--- config.mk ---
export PLATFORM = sky130hd
export DESIGN_NAME = muldiv_arbiter_flat
export DESIGN_NICKNAME = d
export VERILOG_FILES = /design/src/rtl/muldiv_arbiter_if.sv /design/src/rtl/muldiv_arbiter.sv /design/src/flat_wrapper.sv
export SDC_FILE = /design/constraint.sdc
export NUM_CORES = 1
export LEC_CHECK = 0
export ABC_AREA = 0
export CAP_MARGIN = 20
export CORE_UTILIZATION = 34
export CTS_BUF_LIST = sky130_fd_sc_hd__clkbuf_8 sky130_fd_sc_hd__clkbuf_16
export DETAILED_ROUTE_END_ITERATION = 10
export GPL_ROUTABILITY_DRIVEN = 0
export PLACE_DENSITY = 0.77
export REMOVE_ABC_BUFFERS = 1
export SLEW_MARGIN = 20
export SYNTH_ARGS = -nofsm -noshare
export SYNTH_HDL_FRONTEND = slang
export SYNTH_SLANG_ARGS = --single-unit
--- constraint.sdc ---
create_clock -name clk -period 1.5 [get_ports clk]
set_input_delay 0.225 -clock clk [delete_from_list [all_inputs] [get_ports clk]]
set_output_delay 0.225 -clock clk [all_outputs]
set_load 0.01 [all_outputs]
--- src/rtl/muldiv_arbiter_if.sv ---
// Signal bundle between the two execute sub-units, the shared muldiv unit and the arbiter.
// The arbiter takes the slave view; whoever drives requests and the unit takes the master view.
interface muldiv_arbiter_if #(
    parameter int DATA_W = 32
);
    logic                  req1_i;
    logic [1:0]            op1_i;
    logic [DATA_W-1:0]     opa1_i;
    logic [DATA_W-1:0]     opb1_i;
    logic                  req2_i;
    logic [1:0]            op2_i;
    logic [DATA_W-1:0]     opa2_i;
    logic [DATA_W-1:0]     opb2_i;
    logic                  stall_i;
    logic                  flush_i;
    logic                  unit_ready_i;
    logic [2*DATA_W-1:0]   unit_res_i;
    logic                  unit_start_o;
    logic [1:0]            unit_op_o;
    logic [DATA_W-1:0]     unit_a_o;
    logic [DATA_W-1:0]     unit_b_o;
    logic                  unit_annul_o;
    logic                  stall1_o;
    logic                  stall2_o;
    logic                  done1_o;
    logic                  done2_o;
    logic [2*DATA_W-1:0]   result_o;

    modport slave (
        input  req1_i, op1_i, opa1_i, opb1_i,
        input  req2_i, op2_i, opa2_i, opb2_i,
        input  stall_i, flush_i, unit_ready_i, unit_res_i,
        output unit_start_o, unit_op_o, unit_a_o, unit_b_o, unit_annul_o,
        output stall1_o, stall2_o, done1_o, done2_o, result_o
    );

    modport master (
        output req1_i, op1_i, opa1_i, opb1_i,
        output req2_i, op2_i, opa2_i, opb2_i,
        output stall_i, flush_i, unit_ready_i, unit_res_i,
        input  unit_start_o, unit_op_o, unit_a_o, unit_b_o, unit_annul_o,
        input  stall1_o, stall2_o, done1_o, done2_o, result_o
    );
endinterface

--- src/rtl/muldiv_arbiter.sv ---
// Shares one multi-cycle MULT/MULTU/DIV/DIVU unit between ex_sub1 (older) and ex_sub2 (younger):
// arbitrates, latches operands, sequences start/annul and hands the {hi,lo} result back.
module muldiv_arbiter #(
    parameter int DATA_W      = 32,
    parameter int ROUND_ROBIN = 0
) (
    input  logic            clk,
    input  logic            rst,
    muldiv_arbiter_if.slave bus
);

    typedef enum logic [1:0] {
        S_IDLE = 2'd0,
        S_RUN  = 2'd1,
        S_DONE = 2'd2
    } state_t;

    state_t              state_q;
    state_t              state_d;
    logic                owner_q;    // 0: sub1, 1: sub2
    logic                last_q;     // sub served most recently, same encoding
    logic                start_q;
    logic                annul_q;
    logic [1:0]          op_q;
    logic [DATA_W-1:0]   a_q;
    logic [DATA_W-1:0]   b_q;
    logic [2*DATA_W-1:0] result_q;
    logic                grant_valid;
    logic                grant_sel;
    logic                done1;
    logic                done2;

    // NOTE: every signal written in an always_comb gets a default first, so no path can infer a latch.
    always_comb begin
        grant_valid = bus.req1_i | bus.req2_i;
        grant_sel   = bus.req2_i;
        if (bus.req1_i && bus.req2_i) begin
            grant_sel = (ROUND_ROBIN != 0) ? ~last_q : 1'b0;
        end
    end

    // NOTE: sequential state uses non-blocking assignments so every register samples pre-edge values.
    always_ff @(posedge clk) begin
        if (rst) begin
            state_q <= S_IDLE;
        end else begin
            state_q <= state_d;
        end
    end

    always_comb begin
        state_d = state_q;
        if (bus.flush_i) begin
            state_d = S_IDLE;
        end else begin
            unique case (state_q)
                S_IDLE:  if (grant_valid)      state_d = S_RUN;
                S_RUN:   if (bus.unit_ready_i) state_d = S_DONE;
                S_DONE:  if (!bus.stall_i)     state_d = S_IDLE;
                default: state_d = S_IDLE;
            endcase
        end
    end

    // A flush in RUN suppresses both the grant path and a same-cycle unit result.
    always_ff @(posedge clk) begin
        if (rst) begin
            owner_q  <= 1'b0;
            last_q   <= 1'b1;
            start_q  <= 1'b0;
            annul_q  <= 1'b0;
            op_q     <= '0;
            a_q      <= '0;
            b_q      <= '0;
            result_q <= '0;
        end else begin
            start_q <= 1'b0;
            annul_q <= bus.flush_i && (state_q == S_RUN);
            if (!bus.flush_i) begin
                if (state_q == S_IDLE && grant_valid) begin
                    owner_q <= grant_sel;
                    start_q <= 1'b1;
                    op_q    <= grant_sel ? bus.op2_i  : bus.op1_i;
                    a_q     <= grant_sel ? bus.opa2_i : bus.opa1_i;
                    b_q     <= grant_sel ? bus.opb2_i : bus.opb1_i;
                end
                if (state_q == S_RUN && bus.unit_ready_i) begin
                    result_q <= bus.unit_res_i;
                    last_q   <= owner_q;
                end
            end
        end
    end

    always_comb begin
        done1 = 1'b0;
        done2 = 1'b0;
        if (state_q == S_DONE && !bus.flush_i) begin
            done1 = ~owner_q;
            done2 = owner_q;
        end
    end

    assign bus.unit_start_o = start_q;
    assign bus.unit_op_o    = op_q;
    assign bus.unit_a_o     = a_q;
    assign bus.unit_b_o     = b_q;
    assign bus.unit_annul_o = annul_q;
    assign bus.done1_o      = done1;
    assign bus.done2_o      = done2;
    assign bus.stall1_o     = bus.req1_i & ~done1;
    assign bus.stall2_o     = bus.req2_i & ~done2;
    assign bus.result_o     = result_q;

endmodule

--- src/flat_wrapper.sv ---
// flat-port wrapper written by rule: the top's interface ports become plain ports
module muldiv_arbiter_flat 
#(
    parameter int DATA_W      = 32,
    parameter int ROUND_ROBIN = 0
)
  (clk, rst, bus_req1_i, bus_op1_i, bus_opa1_i, bus_opb1_i, bus_req2_i, bus_op2_i, bus_opa2_i, bus_opb2_i, bus_stall_i, bus_flush_i, bus_unit_ready_i, bus_unit_res_i, bus_unit_start_o, bus_unit_op_o, bus_unit_a_o, bus_unit_b_o, bus_unit_annul_o, bus_stall1_o, bus_stall2_o, bus_done1_o, bus_done2_o, bus_result_o);
  muldiv_arbiter_if #(.DATA_W(DATA_W)) bus_i ();
  input  logic clk;
  input  logic rst;
  input wire logic [$bits(bus_i.req1_i)-1:0] bus_req1_i;
  input wire logic [$bits(bus_i.op1_i)-1:0] bus_op1_i;
  input wire logic [$bits(bus_i.opa1_i)-1:0] bus_opa1_i;
  input wire logic [$bits(bus_i.opb1_i)-1:0] bus_opb1_i;
  input wire logic [$bits(bus_i.req2_i)-1:0] bus_req2_i;
  input wire logic [$bits(bus_i.op2_i)-1:0] bus_op2_i;
  input wire logic [$bits(bus_i.opa2_i)-1:0] bus_opa2_i;
  input wire logic [$bits(bus_i.opb2_i)-1:0] bus_opb2_i;
  input wire logic [$bits(bus_i.stall_i)-1:0] bus_stall_i;
  input wire logic [$bits(bus_i.flush_i)-1:0] bus_flush_i;
  input wire logic [$bits(bus_i.unit_ready_i)-1:0] bus_unit_ready_i;
  input wire logic [$bits(bus_i.unit_res_i)-1:0] bus_unit_res_i;
  output wire logic [$bits(bus_i.unit_start_o)-1:0] bus_unit_start_o;
  output wire logic [$bits(bus_i.unit_op_o)-1:0] bus_unit_op_o;
  output wire logic [$bits(bus_i.unit_a_o)-1:0] bus_unit_a_o;
  output wire logic [$bits(bus_i.unit_b_o)-1:0] bus_unit_b_o;
  output wire logic [$bits(bus_i.unit_annul_o)-1:0] bus_unit_annul_o;
  output wire logic [$bits(bus_i.stall1_o)-1:0] bus_stall1_o;
  output wire logic [$bits(bus_i.stall2_o)-1:0] bus_stall2_o;
  output wire logic [$bits(bus_i.done1_o)-1:0] bus_done1_o;
  output wire logic [$bits(bus_i.done2_o)-1:0] bus_done2_o;
  output wire logic [$bits(bus_i.result_o)-1:0] bus_result_o;
  assign bus_i.req1_i = bus_req1_i;
  assign bus_i.op1_i = bus_op1_i;
  assign bus_i.opa1_i = bus_opa1_i;
  assign bus_i.opb1_i = bus_opb1_i;
  assign bus_i.req2_i = bus_req2_i;
  assign bus_i.op2_i = bus_op2_i;
  assign bus_i.opa2_i = bus_opa2_i;
  assign bus_i.opb2_i = bus_opb2_i;
  assign bus_i.stall_i = bus_stall_i;
  assign bus_i.flush_i = bus_flush_i;
  assign bus_i.unit_ready_i = bus_unit_ready_i;
  assign bus_i.unit_res_i = bus_unit_res_i;
  assign bus_unit_start_o = bus_i.unit_start_o;
  assign bus_unit_op_o = bus_i.unit_op_o;
  assign bus_unit_a_o = bus_i.unit_a_o;
  assign bus_unit_b_o = bus_i.unit_b_o;
  assign bus_unit_annul_o = bus_i.unit_annul_o;
  assign bus_stall1_o = bus_i.stall1_o;
  assign bus_stall2_o = bus_i.stall2_o;
  assign bus_done1_o = bus_i.done1_o;
  assign bus_done2_o = bus_i.done2_o;
  assign bus_result_o = bus_i.result_o;
  muldiv_arbiter #(.DATA_W(DATA_W), .ROUND_ROBIN(ROUND_ROBIN)) u_core (.clk(clk), .rst(rst), .bus(bus_i));
endmodule
# After elaboration in Yosys (flattened, before gate mapping)
# Index checks and enable logic that the tools add are counted.
word_totals:
  elab_cells: 42
  output_inout_bits: 136
  in_bits: 203
  register_bits: 135
classes:
  bitwise_logic: 7
  eq_ne: 5
  muxes: 11
  reduce_logical: 11
ops:
  columns: ["operator", "count"]
  rows:
  - ["32-bit 2-to-1 mux", 2]
  - ["2-bit 2-to-1 mux", 4]
  - ["2-bit one-hot mux with 3 select lines", 1]
  - ["1-bit logical AND", 5]
  - ["1-bit 2-to-1 mux", 4]
  - ["2-bit inequality test, second input constant", 2]
  - ["1-bit NOT", 4]
  - ["2-bit AND reduction", 2]
  - ["3-bit AND reduction", 1]
  - ["1-bit bitwise AND", 2]
  - ["2-bit by 1-bit == test with 1-bit output, second input constant", 1]
  - ["2-bit == test, second input constant", 1]
  - ["2-bit zero test", 1]
  - ["2-bit by 1-bit inequality test with 1-bit output, second input constant", 1]
  - ["2-bit OR reduction", 1]
  - ["1-bit zero test", 1]
  - ["1-bit OR", 1]

# Logic depth before layout (Yosys ltp)
depth:
  word_depth: 5
  mapped_depth: 7
  depth_no_buf: 3

# Worst setup path before layout
# No wires, ideal clock.
synth_timing:
  path_type: "flip-flop to flip-flop"
  from: "register u_core.state_q[1]"
  to: "register u_core.b_q[10], in the netlist u_core.bus.unit_b_o[10]"
  n_path_buf: 4
  slack_ps: 88
  path_stages_with_launch: 8
  setup_time_ps: 146
  period_less_slack_ps: 1412
  t_arrival_ps: 1266
  required_ps: 1354
  cell_sequence: "dfxtp_1 buf_2 nor3_4 and2_1 clkbuf_2 buf_6 buf_6 a211oi_2"
synth_between:
  elab_chain_cells: 3
synth_rtl:
  columns: ["element", "line_no", "text"]
  rows:
  - ["from (decl)", "muldiv_arbiter.sv:18", "state_t state_q;"]
  - ["from (signal assigned)", "muldiv_arbiter.sv:47", "state_q <= state_d;"]
  - ["2-bit zero test", "muldiv_arbiter.sv:80", "if (state_q == S_IDLE && grant_valid) begin"]
  - ["1-bit logical AND", "muldiv_arbiter.sv:80", null]
  - ["2-bit AND reduction (no source line)", null, null]
  - ["to (signal assigned)", "muldiv_arbiter.sv:85", "b_q <= grant_sel ? bus.opb2_i : bus.opb1_i;"]
  - ["to (decl)", "muldiv_arbiter.sv:26", "logic [DATA_W-1:0] b_q;"]
# No other way between the ends.
# A chain may end at the register's enable or synchronous reset.

# Worst setup path after layout
layout_timing:
  from: "register u_core.state_q[0]"
  to: "output port bus_stall1_o"
layout_between:
  elab_chain_cells: 5
layout_rtl:
  columns: ["element", "line_no", "text"]
  rows:
  - ["2-bit == test", "muldiv_arbiter.sv:98", "if (state_q == S_DONE && !bus.flush_i) begin"]
  - ["1-bit logical AND", "muldiv_arbiter.sv:98", null]
  - ["1-bit 2-to-1 mux", "muldiv_arbiter.sv:98", null]
  - ["1-bit NOT", "muldiv_arbiter.sv:111", "assign bus.stall1_o = bus.req1_i & ~done1;"]
  - ["1-bit bitwise AND", "muldiv_arbiter.sv:111", null]
  - ["to (decl)", "flat_wrapper.sv:28", "output wire logic [$bits(bus_i.stall1_o)-1:0] bus_stall1_o;"]
# No other way between the ends.

==> flow_metrics.tcl <==
set metrics [dict create \
    status "finished with violations" \
    violations "negative setup slack" \
    synth_largest_area_cell "dfxtp_1" \
    viasPerCell 4.78 \
    cts_sinks 135 \
    tritoncts.num_buffers 17 \
    max_slew.worst_pin.slew_ps 404 \
    p_leak_nw 4.22 \
    fin_crit_ps 1560 \
    fin_crit_sh_pct 104 \
    cts_root_buf "clkbuf_16" \
    crit_path_top_delay_cell "dfxtp_4" \
    wl_um 19100 \
    cp_slowest_stage_delay_ps 360 \
    yosysTopAreaCellShare_pct 48.1 \
    syn2layout_area_growth_pct 79.0 \
    grt_pass1_wl_um 27700 \
    crit_chain "nor4b_4 > buf_4 > nor2b_1 > buf_2" \
    synth_seq_cells 135 \
    fin_ws_ps -57.7 \
    maxCapViolCount 0 \
    place_inst 1152 \
    ir_drop_mv 0.690 \
    die_area_mm2 0.0171 \
    grt_usage_pct 21.2 \
    yosysSeqAreaShare_pct 48.1 \
    ys_types 22 \
    finalHoldViolCount 0 \
    max_freq_ghz 0.642 \
    drc_errors 0 \
    setup_tns_ps -92.2 \
    timing.slew.headroom_pct 73.1 \
    async_reset_ff_share_pct 0 \
    rsz0062_at_grt "true" \
    drive_above_1_share_pct 14.2 \
    finalNetCount 1165 \
    grt_pass1_vias 5261 \
    cts.htree.levels 4 \
    yosys_warnings 0 \
    portBuffers 338 \
    rows 46 \
    hp-class "primary input to register" \
    dpl.hpwl_um 14100 \
    synth_edf_count 0 \
    stdcell_count 1190 \
    initial_core_util_pct 35.1 \
    io_pins 339 \
    cts_buffer_depth 2 \
    vias 5686 \
    ant_nets 0 \
    firstDrtPassIters 4 \
    arrival_ps 1330 \
    synth_common_cells "dfxtp_1, a21oi_1, nand2_1" \
    syn_avg_cell_area_um2 9.25 \
    core_area_mm2 0.0160 \
    fp.dieH_um 131 \
    cts_tree "built" \
    synthCells 608 \
    power_density_mw_per_mm2 969 \
    clk_latency_ps 410 \
    path_buf_inv 2 \
    synth.most_common_cell "dfxtp_1" \
    drtIter0Drc 222 \
    synthesis.area_mm2 0.00562 \
    grt_remaining_overflow 0 \
    endpoint_kind "output port" \
    wire_per_inst_um 16.1 \
    setup_viol 4 \
    n_antenna_cell 0 \
    clk_pin_slew_ps 60 \
    slew_violations 0 \
    p_total_w 0.00975 \
    worstSetupPathType "register to output port" \
    crit_required_ps 1270 \
    ys_top_cells_by_area "dfxtp_1, mux2i_1, a21oi_1" \
    worstPathMaxFanout 3 \
    yosys_most_used_dff "dfxtp_1" \
    start_kind "register" \
    fp.dieW_um 131 \
    antenna_found_initial 0 \
    grt_max_degree 65 \
    clock_skew_ps 5.31 \
    crit_family "flip-flops" \
]
[report_power, final]
| group | internal, W | total (W) | leakage [nW] | switching [W] |
|---|---|---|---|---|
| clock network | 0.00249 | 0.00402 | 0.290 | 0.00153 |
| logic | 0.00106 | 0.00185 | 2.83 | 0.000792 |
| registers | 0.00378 | 0.00387 | 1.11 | 0.0000920 |
[routing by layer]
metal / share of wire, % / routed length [um] / up-vias / global-route usage, %
met5: 0 / 0 / - / 0
met4: 2.4 / 460 / 0 / 7.98
met3: 6.8 / 1300 / 34 / 6.76
met2: 51 / 9730 / 190 / 37.0
met1: 40 / 7640 / 2614 / 24.1
li1: - / - / 2848 / -
[path summary, 6_finish.rpt]
kind / startpoint / to / slack (ps) / cells past startpoint
worst max register to register: u_core.state_q[0] / u_core.bus.unit_b_o[27] / -10 / 8
worst max-delay path: u_core.state_q[0] / bus_stall1_o / -60 / 4
worst min-delay path: rst / u_core.bus.unit_b_o[27] / 280 / 2
worst min register to register: u_core.bus.result_o[17] / u_core.bus.result_o[17] / 450 / 2
[flip-flops by register name, summed over array words and instances (netlist names)]
register and cells:
u_core.bus.result_o 64, u_core.bus.unit_a_o 32, u_core.bus.unit_b_o 32, u_core.bus.unit_op_o 2, u_core.state_q 2, u_core.bus.unit_annul_o 1, u_core.bus.unit_start_o 1, u_core.owner_q 1
[stage by stage]
step	hold WS, ps	utilization [%]	cell area (um2)	setup slack, ps
after floorplan	290	-	5300	-3810
after global placement	441	59.3	9490	-383
after detailed placement	446	59.3	9490	-413
after CTS	258	62.0	9920	-67.0
after global routing	259	62.9	10100	-152
final	279	62.9	10100	-57.7
[placed cells by master, fill, tap and decap left out, types with 2 or more instances in the layout]
master,instances
clkdlybuf4s50_1,199
dlygate4sd2_1,132
dfxtp_1,132
a21oi_1,131
nand2_1,128
mux2i_1,66
buf_4,41
a211oi_2,35
a211oi_1,34
clkbuf_16,18
buf_12,10
buf_6,8
inv_1,4
nor2b_1,3
clkinv_2,3
buf_2,3
nor4bb_4,2
nand3b_1,2
bufinv_16,2
clkinvlp_4,2
clkbuf_8,2
dlymetal6s2s_1,2
buf_8,2
dfxtp_2,2
[kinds of logic after synthesis]
logic type,after synthesis,synth area share [%]
AOI/OAI and AO/OA,201,23.6
and+or+nand+nor,143,10.7
DFF,135,48.1
muxes,66,11.8
buffers and inverters,63,5.81
[timing repair]
| item | CTS | global route |
|---|---|---|
| pin swaps | 2 | 30 |
| endpoints found under the setup margin | 136 | 110 |
| hold buffers | 0 | 0 |
| resized for setup | 155 | 21 |
| cloned | 0 | 2 |
| buffers inserted | 1 | 4 |
[area by class of cell]
| class | count | area (um2) |
|---|---|---|
| fillers | 1417 | 5940 |
| clock buffers | 19 | 453 |
| clock inverters | 12 | 114 |
| flip-flops and latches | 135 | 2710 |
| multi-input cells | 410 | 2680 |
| well taps | 216 | 270 |
| repair buffers | 398 | 3840 |
Power figures use the tool's default switching activity.
